### src/rtl/seq_pkg.sv
// rtl/seq_pkg.sv - shared opcodes, FSM states and datapath register addresses for program_sequencer
package seq_pkg;

  localparam logic [3:0] OP_NOP = 4'd0;
  localparam logic [3:0] OP_LDA = 4'd1;
  localparam logic [3:0] OP_LDB = 4'd2;
  localparam logic [3:0] OP_ADD = 4'd3;
  localparam logic [3:0] OP_SUB = 4'd4;
  localparam logic [3:0] OP_OUT = 4'd5;
  localparam logic [3:0] OP_JMP = 4'd6;
  localparam logic [3:0] OP_JC  = 4'd7;
  localparam logic [3:0] OP_HLT = 4'd15;

  typedef enum logic [2:0] {
    S_IDLE  = 3'd0,
    S_FETCH = 3'd1,
    S_EXEC  = 3'd2,
    S_HALT  = 3'd3,
    S_PAUSE = 3'd4
  } state_t;

  localparam logic [1:0] RA_A    = 2'd0;
  localparam logic [1:0] RA_B    = 2'd1;
  localparam logic [1:0] RA_OUT  = 2'd2;
  localparam logic [1:0] RA_NONE = 2'd3;

endpackage

### src/rtl/instr_decoder.sv
// rtl/instr_decoder.sv - combinational decode of the instruction register into datapath controls and branch info
module instr_decoder
  import seq_pkg::*;
#(
  parameter int BIT_WIDTH = 4,
  parameter int PC_WIDTH  = 4
) (
  input  logic [BIT_WIDTH+3:0] ir,
  input  logic                 c_flag,
  output logic [BIT_WIDTH-1:0] dp_in,
  output logic [1:0]           dp_reg_addr,
  output logic                 dp_s_reg,
  output logic                 dp_s,
  output logic                 jump_en,
  output logic [PC_WIDTH-1:0]  jump_target,
  output logic                 is_alu,
  output logic                 is_hlt
);

  logic [3:0]           opcode;
  logic [BIT_WIDTH-1:0] operand;

  assign opcode      = ir[BIT_WIDTH+3:BIT_WIDTH];
  assign operand     = ir[BIT_WIDTH-1:0];
  assign jump_target = operand[PC_WIDTH-1:0];

  always_comb begin
    dp_in       = '0;
    dp_reg_addr = RA_NONE;
    dp_s_reg    = 1'b0;
    dp_s        = 1'b0;
    jump_en     = 1'b0;
    is_alu      = 1'b0;
    is_hlt      = 1'b0;
    case (opcode)
      OP_LDA: begin
        dp_s_reg    = 1'b1;
        dp_reg_addr = RA_A;
        dp_in       = operand;
      end
      OP_LDB: begin
        dp_s_reg    = 1'b1;
        dp_reg_addr = RA_B;
        dp_in       = operand;
      end
      OP_ADD: begin
        dp_reg_addr = RA_A;
        is_alu      = 1'b1;
      end
      OP_SUB: begin
        dp_reg_addr = RA_A;
        dp_s        = 1'b1;
        is_alu      = 1'b1;
      end
      OP_OUT:  dp_reg_addr = RA_OUT;
      OP_JMP:  jump_en = 1'b1;
      OP_JC:   jump_en = c_flag;
      OP_HLT:  is_hlt = 1'b1;
      default: ;
    endcase
  end

endmodule

### src/rtl/program_sequencer.sv
// rtl/program_sequencer.sv - FETCH/EXEC instruction sequencer driving the register/ALU datapath; SINGLE_STEP_EN adds step/PAUSE
module program_sequencer
  import seq_pkg::*;
#(
  parameter int BIT_WIDTH = 4,
  parameter int PC_WIDTH  = 4
) (
  input  logic                 clk,
  input  logic                 rst,
  input  logic                 start,
`ifdef SINGLE_STEP_EN
  input  logic                 step,
`endif
  output logic [PC_WIDTH-1:0]  instr_addr,
  input  logic [BIT_WIDTH+3:0] instr_data,
  output logic [BIT_WIDTH-1:0] dp_in,
  output logic [1:0]           dp_reg_addr,
  output logic                 dp_s_reg,
  output logic                 dp_s,
  input  logic                 dp_cout,
  output logic                 busy,
  output logic                 halted
);

  state_t               state_q, state_d;
  logic [PC_WIDTH-1:0]  pc_q;
  logic [BIT_WIDTH+3:0] ir_q;
  logic                 c_flag_q;
  logic                 alu_pend_q;
  logic                 dp_s_q;

  logic [BIT_WIDTH-1:0] dec_in;
  logic [1:0]           dec_reg_addr;
  logic                 dec_s_reg;
  logic                 dec_s;
  logic                 jump_en;
  logic [PC_WIDTH-1:0]  jump_target;
  logic                 is_alu;
  logic                 is_hlt;

  instr_decoder #(
    .BIT_WIDTH (BIT_WIDTH),
    .PC_WIDTH  (PC_WIDTH)
  ) u_decoder (
    .ir          (ir_q),
    .c_flag      (c_flag_q),
    .dp_in       (dec_in),
    .dp_reg_addr (dec_reg_addr),
    .dp_s_reg    (dec_s_reg),
    .dp_s        (dec_s),
    .jump_en     (jump_en),
    .jump_target (jump_target),
    .is_alu      (is_alu),
    .is_hlt      (is_hlt)
  );

  assign instr_addr = pc_q;

  // Controls are combinational from state so a reset takes them off the datapath on the next cycle.
  always_comb begin
    state_d     = state_q;
    busy        = 1'b0;
    halted      = 1'b0;
    dp_reg_addr = RA_NONE;
    dp_s_reg    = 1'b0;
    dp_in       = '0;
    dp_s        = dp_s_q;
    case (state_q)
      S_IDLE: begin
        if (start) state_d = S_FETCH;
      end
      S_FETCH: begin
        busy    = 1'b1;
        state_d = S_EXEC;
      end
      S_EXEC: begin
        busy        = 1'b1;
        dp_reg_addr = dec_reg_addr;
        dp_s_reg    = dec_s_reg;
        dp_in       = dec_in;
        if (is_alu) dp_s = dec_s;
`ifdef SINGLE_STEP_EN
        state_d = is_hlt ? S_HALT : S_PAUSE;
`else
        state_d = is_hlt ? S_HALT : S_FETCH;
`endif
      end
      S_HALT: begin
        halted = 1'b1;
        if (start) state_d = S_FETCH;
      end
`ifdef SINGLE_STEP_EN
      S_PAUSE: begin
        busy = 1'b1;
        if (step) state_d = S_FETCH;
      end
`endif
      default: state_d = S_IDLE;
    endcase
  end

  always_ff @(posedge clk) begin
    if (rst) begin
      state_q    <= S_IDLE;
      pc_q       <= '0;
      ir_q       <= '0;
      c_flag_q   <= 1'b0;
      alu_pend_q <= 1'b0;
      dp_s_q     <= 1'b0;
    end else begin
      state_q <= state_d;
      case (state_q)
        S_FETCH: begin
          ir_q <= instr_data;
          // The datapath carry register is valid one cycle after the ADD/SUB write.
          if (alu_pend_q) begin
            c_flag_q   <= dp_cout;
            alu_pend_q <= 1'b0;
          end
        end
        S_EXEC: begin
          if (is_alu) begin
            alu_pend_q <= 1'b1;
            dp_s_q     <= dec_s;
          end
          if (jump_en)      pc_q <= jump_target;
          else if (!is_hlt) pc_q <= pc_q + PC_WIDTH'(1);
        end
        S_HALT: begin
          if (start) begin
            pc_q     <= '0;
            c_flag_q <= 1'b0;
          end
        end
        default: ;
      endcase
    end
  end

endmodule
### config.mk
export PLATFORM = sky130hd
export DESIGN_NAME = program_sequencer
export DESIGN_NICKNAME = d
export VERILOG_FILES = /design/src/rtl/seq_pkg.sv /design/src/rtl/instr_decoder.sv /design/src/rtl/program_sequencer.sv
export SDC_FILE = /design/constraint.sdc
export NUM_CORES = 1
export LEC_CHECK = 0
export ABC_AREA = 1
export CORE_AREA = 2 2 52 54
export DETAILED_ROUTE_END_ITERATION = 7
export DIE_AREA = 0 0 54 56
export HOLD_SLACK_MARGIN = 0.08
export PLACE_DENSITY_LB_ADDON = 0.08
export SLEW_MARGIN = 20
export SYNTH_ARGS = -nofsm -noshare
export SYNTH_HDL_FRONTEND = slang
export SYNTH_SLANG_ARGS = --single-unit
### constraint.sdc
create_clock -name clk -period 1.27 [get_ports clk]
set_input_delay 0.1905 -clock clk [delete_from_list [all_inputs] [get_ports clk]]
set_output_delay 0.1905 -clock clk [all_outputs]
set_load 0.03 [all_outputs]
## Word-level counts from Yosys, hierarchy flattened

Index checks and enable logic that the tools add are counted.

| storage, ports and cells | value |
|---|---|
| bits in registers | 18 |
| bits of input ports | 12 |
| output and inout bits | 14 |
| logic and storage cells | 61 |

| operators by class | value |
|---|---|
| add/sub/neg operators | 1 |
| eq/ne operators | 16 |
| multiplexer cells | 26 |
| reductions and logical operators | 12 |

Operators with widths:

| kind | number |
|---|---|
| $mux W4 | 5 |
| $eq A4 B3 Y1 const B | 4 |
| $mux W1 | 12 |
| $pmux W3 S3 | 1 |
| $eq A4 B2 Y1 const B | 2 |
| $pmux W4 S2 | 1 |
| $reduce_or A2 Y1 | 4 |
| $eq A3 B2 Y1 const B | 2 |
| $ne A2 B2 Y1 const B | 3 |
| $pmux W1 S2 | 3 |
| $pmux W2 S3 | 1 |
| $reduce_and A3 Y1 | 2 |
| $reduce_bool A2 Y1 | 3 |
| $add A4 B1 Y4 const B | 1 |
| $eq A4 B1 Y1 const B | 1 |
| $eq A4 B4 Y1 const B | 1 |
| $mux W2 | 2 |
| $eq A3 B1 Y1 const B | 1 |
| $logic_not A3 Y1 | 1 |
| $mux W3 | 1 |
| $ne A3 B3 Y1 const B | 1 |
| $reduce_or A3 Y1 | 1 |
| $ne A2 B1 Y1 const B | 1 |
| $reduce_and A2 Y1 | 1 |

## Depth between registers and ports, before layout

Gate-level depths: netlist (run 1).

| logic depth | value |
|---|---|
| depth after elaboration | 5 |
| mapped depth | 8 |
| depth with buffers taken out | 8 |

## By module

A second synthesis (run 1) with hierarchy kept.

| second synthesis, totals | value |
|---|---|
| cell total of the unflattened synthesis | 166 |
| area total of the unflattened synthesis | 1063.5 µm² |

Modules (own cells, without submodules):

| module | instances | cells each | area each (µm²) | sequential area each (µm²) |
|---|---|---|---|---|
| program_sequencer | 1 | 128 | 878.3 | 340.3 |
| instr_decoder | 1 | 38 | 185.2 | 0.0 |

## Least setup slack after synthesis (run 1)

Ideal clock, no wire load.

| timing | value |
|---|---|
| kind | register to register |
| from | register state_q[0] |
| to | register c_flag_q |
| library setup time | 0.086 ns |
| arrival time | 1.350 ns |
| required time | 1.184 ns |
| slack | -0.166 ns |
| stages on the path, launching flop included | 6 |
| path buffers | 0 |
| clock period less this slack | 1.436 ns |
| cell sequence | dfxtp_1 -> ha_1 -> inv_1 -> o21ai_0 -> nand2_1 -> a211oi_1 |

| on the way | value |
|---|---|
| word-level cells in the longest chain between the ends | 3 |
| elaborated cells on any way between the ends | 7 |
| those cells by class | eq/ne: 4; mux: 1; reduce/logical: 2 |

Ends and longest elaborated chain:

| element | RTL line | source |
|---|---|---|
| start: declaration | program_sequencer.sv:25 | `state_t state_q, state_d;` |
| start signal: assignment | program_sequencer.sv:111 | `state_q <= state_d;` |
| $eq A3 B1 Y1 or $eq A3 B2 Y1 (tied branches) | program_sequencer.sv:112 | `case (state_q)` |
| $ne A2 B2 Y1 (no source line) or $reduce_bool A2 Y1 (tied branches) | - |  |
| $reduce_and A3 Y1 (no source line) | - |  |
| end signal: assignment | program_sequencer.sv:117 | `c_flag_q <= dp_cout;` |
| end: declaration | program_sequencer.sv:28 | `logic c_flag_q;` |

Several ways; a longest one is shown, not always the timed one.
A chain may end at the register's enable or synchronous reset.

## Worst setup path after layout (run 1)

| timing | value |
|---|---|
| from | register ir_q[7] |
| to | output dp_reg_addr[1] |

| on the way | value |
|---|---|
| word-level cells in the longest chain between the ends | 4 |
| elaborated cells on any way between the ends | 8 |
| those cells by class | eq/ne: 5; mux: 2; reduce/logical: 1 |

Ends and longest elaborated chain:

| element | RTL line | source |
|---|---|---|
| start: declaration | program_sequencer.sv:27 | `logic [BIT_WIDTH+3:0] ir_q;` |
| start signal: assignment | program_sequencer.sv:114 | `ir_q <= instr_data;` |
| $eq A4 B1 Y1 (tied with other cells) | instr_decoder.sv:35 | `case (opcode)` |
| $reduce_or A3 Y1 (no source line) | - |  |
| $pmux W2 S3 (*) | instr_decoder.sv:35 |  |
| $mux W2 (*) | program_sequencer.sv:68 | `case (state_q)` |
| end: declaration | program_sequencer.sv:17 | `output logic [1:0] dp_reg_addr,` |

Mark *: on every way between the ends. The rest lies on a longest branch, timed or not.

==> flow_metrics.tcl, run 1 <==
set metrics [dict create \
    grt_pass1_wl_mm 5.126 \
    synth_xor_area_share_pct 0.9485 \
    ctsHoldBuffers 0 \
    ant_nets 0 \
    port_buffers 25 \
    grt_pass1_vias 1148 \
    worstMarginPinSlew_ns 0.5466 \
    status "finished, violations left" \
    stdcell_area_um2 1849 \
    grt_antenna_before_repair 0 \
    drc_errors 0 \
    p_total_mw 2.586 \
    violations "setup timing" \
    cts_tree "yes" \
    critPathMaxFanout 3 \
    setup_violations 18 \
    synth_seq_area_share_pct 36.86 \
    instances_no_fill 222 \
    via_per_inst 5.095 \
    crit_start "ir_q[7]$_SDFFE_PP0P_" \
    drt_iter0_markers 1 \
    syn_inst 125 \
    synth_area_per_cell_um2 7.387 \
    dp_cells 201 \
    ctsHtreeMaxLevel 1 \
    hold_path.class "reg2reg" \
    dr_total_vias 1131 \
    seqCellArea_um2 347.8 \
    synth-compound-area-share_pct 22.09 \
    grt_usage_pct 22.91 \
    skew_ns 0.002026 \
    core_um2 2432 \
    peakVddDrop_uv 1050 \
    ys_top_cells_by_area "dfxtp_1 37%, a21oi_1 8.7%, inv_1 8.5%" \
    max_freq_ghz 0.6045 \
    insertion_delay_ns 0.28 \
    totalWireLength_mm 3.175 \
    critPathCaptureType "output pin" \
    yosys-mux-area-fraction_pct 0 \
    n_fill_cell 186 \
    period_minus_slack_ns 1.654 \
    mostFrequentLayoutCells "30 x buf_4, 21 x buf_6, 14 x inv_1, 13 x dfxtp_1, 12 x nand2_1" \
    p_leak_nw 0.7543 \
    root_buffer "clkbuf_4" \
    start_kind "flop" \
    wl_per_cell_um 14.30 \
    synth_top_area_cell "dfxtp_1" \
    worstSetupPathType "reg2out" \
    maxSlewViolCount 0 \
    dieArea_um2 3024 \
    die_w_um 54 \
    multi_input_area_um2 705.7 \
    r2r_cells 11 \
    synthSimpleGateAreaFrac_pct 23.31 \
    yosysWarnings 0 \
    clockBufferDepth 2 \
    place_hpwl_mm 1.882 \
    firstDrtPassIters 3 \
    ys_ff_latch 17 \
    pwr-share-clk_pct 11.4 \
    synth_top_area_share_pct 36.86 \
    synth_fa_ha_area_share_pct 6.775 \
    std_cell_rows 18 \
    r2r_setup_slack_ns -0.21 \
    switching_share_pct 40.66 \
    p_int_mw 1.534 \
    slew_headroom_pct 63.52 \
    numCtsBuffers 3 \
    fp.dieH_um 56 \
    syn-num-nets 142 \
    whs_ns 0.4831 \
    worst_ep_required_time_ns 1.08 \
    final_nets 210 \
    pin_count 26 \
    syn2layout_area_growth_pct 100.3 \
    timing.rr.end "alu_pend_q$_SDFFE_PP0P_" \
    cts.sinks 17 \
    combPwrFrac_pct 61.2 \
    drive_gt1_share_pct 58.85 \
    synth_top_family_by_area "simple AND/OR/NAND/NOR gates" \
    syn_area_um2 923.4 \
    fin_ws_ns -0.3844 \
    antennaDiodeCount 0 \
    rsz0062_at_grt "true" \
    crit_end "dp_reg_addr[1]" \
    hold_viol_final 0 \
    arrival_ns 1.46 \
    fin_crit_sh_pct 130.3 \
    p_per_area_nw_per_um2 1398 \
    maxCapViolations 0 \
    globalRouteOverflowTotal 0 \
    switching_power_mw 1.051 \
    synth.distinct_cells 21 \
    place_congestion 0.7646 \
    grt_max_degree 13 \
    worstReg2RegStart "ir_q[6]$_SDFFE_PP0P_" \
    initial_core_util_pct 37.96 \
    final_common_cell "buf_4" \
    clk_pin_slew_worst_paths_ns 0.10 \
    seqPwrFrac_pct 27.3 \
    placed_cell_area_um2 1404 \
]
[critical path, cell delays in order, from the launching register on]
cell and delay (ns):
dfxtp_2 0.35, inv_2 0.06, nand2_2 0.07, buf_6 0.13, nor3_4 0.18, buf_6 0.14, o221ai_4 0.09, buf_6 0.15
[power groups by stage]
stage          Clock [mW]  Combinational, mW  Sequential, mW
2_1_floorplan           0              0.524           0.747
3_3_place_gp            0              0.968           0.704
3_5_place_dp            0              0.994           0.709
4_1_cts             0.311               1.46           0.701
5_1_grt             0.331               1.68           0.717
6_report            0.296               1.58           0.707
[per-layer routing]
metal	up-vias	global-route usage, %	wire length (µm)
met4	0	7.857	48
met5	-	0	0
met3	4	2.419	78
met1	556	27.51	1341
met2	17	40.59	1707
li1	554	-	-
[worst min path at each step]
| stage | start | to | slack (ns) | cells past startpoint |
|---|---|---|---|---|
| after global placement | dp_s_q$_SDFF_PP0_ | dp_s_q$_SDFF_PP0_ | 0.46 | 2 |
| final | dp_s_q$_SDFF_PP0_ | dp_s_q$_SDFF_PP0_ | 0.48 | 2 |
| after CTS | dp_s_q$_SDFF_PP0_ | dp_s_q$_SDFF_PP0_ | 0.48 | 2 |
| after global routing | dp_s_q$_SDFF_PP0_ | dp_s_q$_SDFF_PP0_ | 0.51 | 2 |
| after detailed placement | dp_s_q$_SDFF_PP0_ | dp_s_q$_SDFF_PP0_ | 0.47 | 2 |
| after floorplan | rst | dp_s_q$_SDFF_PP0_ | 0.26 | 1 |
[area by class of cell]
cell class,instances,share of cell area [%]
Multi-Input combinational cell,84,38.16
Timing Repair Buffer,65,34.30
Sequential cell,17,18.81
Inverter,22,5.277
Tap cell,30,2.030
Clock buffer,4,1.421
[flip-flops by register name (all words and copies together) (netlist names)]
signal      cells
alu_pend_q      1
ir_q            8
state_q         2
c_flag_q        1
dp_s_q          1
instr_addr      4
[Yosys cell counts]
| master | number |
|---|---|
| nor2_4 | 3 |
| a211oi_1 | 2 |
| nor3_1 | 2 |
| ha_1 | 5 |
| nor3_2 | 1 |
| nand2_1 | 19 |
| nand4_1 | 6 |
| o211ai_1 | 1 |
| dfxtp_1 | 17 |
| xnor2_1 | 1 |
| o21ai_2 | 2 |
| buf_1 | 1 |
| o21ai_0 | 15 |
| a21oi_1 | 16 |
| inv_1 | 21 |
| o221ai_1 | 1 |
| nand3_2 | 2 |
| clkinv_2 | 1 |
| nor2_1 | 6 |
| nand3_1 | 2 |
| buf_2 | 1 |
[cell families after synthesis]
kind of cell / Yosys count
compound gates: 37
xor+xnor: 1
fa+ha+maj: 5
buf+inv: 24
flops: 17
simple gates: 41
[stage by stage]
stage | utilization (%) | TNS (ns) | worst slack [ns]
floorplan | - | -0.3281 | -0.06979
global placement | 57.72 | -1.584 | -0.3194
detailed placement | 57.72 | -2.202 | -0.4220
CTS | 73.51 | -4.081 | -0.4102
global route | 76.03 | -5.142 | -0.4732
finish | 76.03 | -3.640 | -0.3844
[what timing repair did]
| item | in CTS | in global routing |
|---|---|---|
| pin swaps | 15 | 13 |
| endpoints found under the hold margin | 0 | 0 |
| buffers inserted | 16 | 3 |
| endpoints found under the setup margin | 24 | 27 |
| gates resized for setup | 71 | 27 |
| gates cloned | 1 | 0 |
No activity file was read; power rests on OpenSTA's default activity.
==> run 2: changes to the inputs <==
--- a/config.mk
+++ b/config.mk
@@ -7,6 +7,7 @@
 export LEC_CHECK = 0
 export ABC_AREA = 1
 export CORE_AREA = 2 2 52 54
+export CTS_CLUSTER_SIZE = 8
 export DETAILED_ROUTE_END_ITERATION = 7
 export DIE_AREA = 0 0 54 56
 export HOLD_SLACK_MARGIN = 0.08
==> results of run 2 <==
The final DEF is identical to that of run 1; final timing and power are the same.
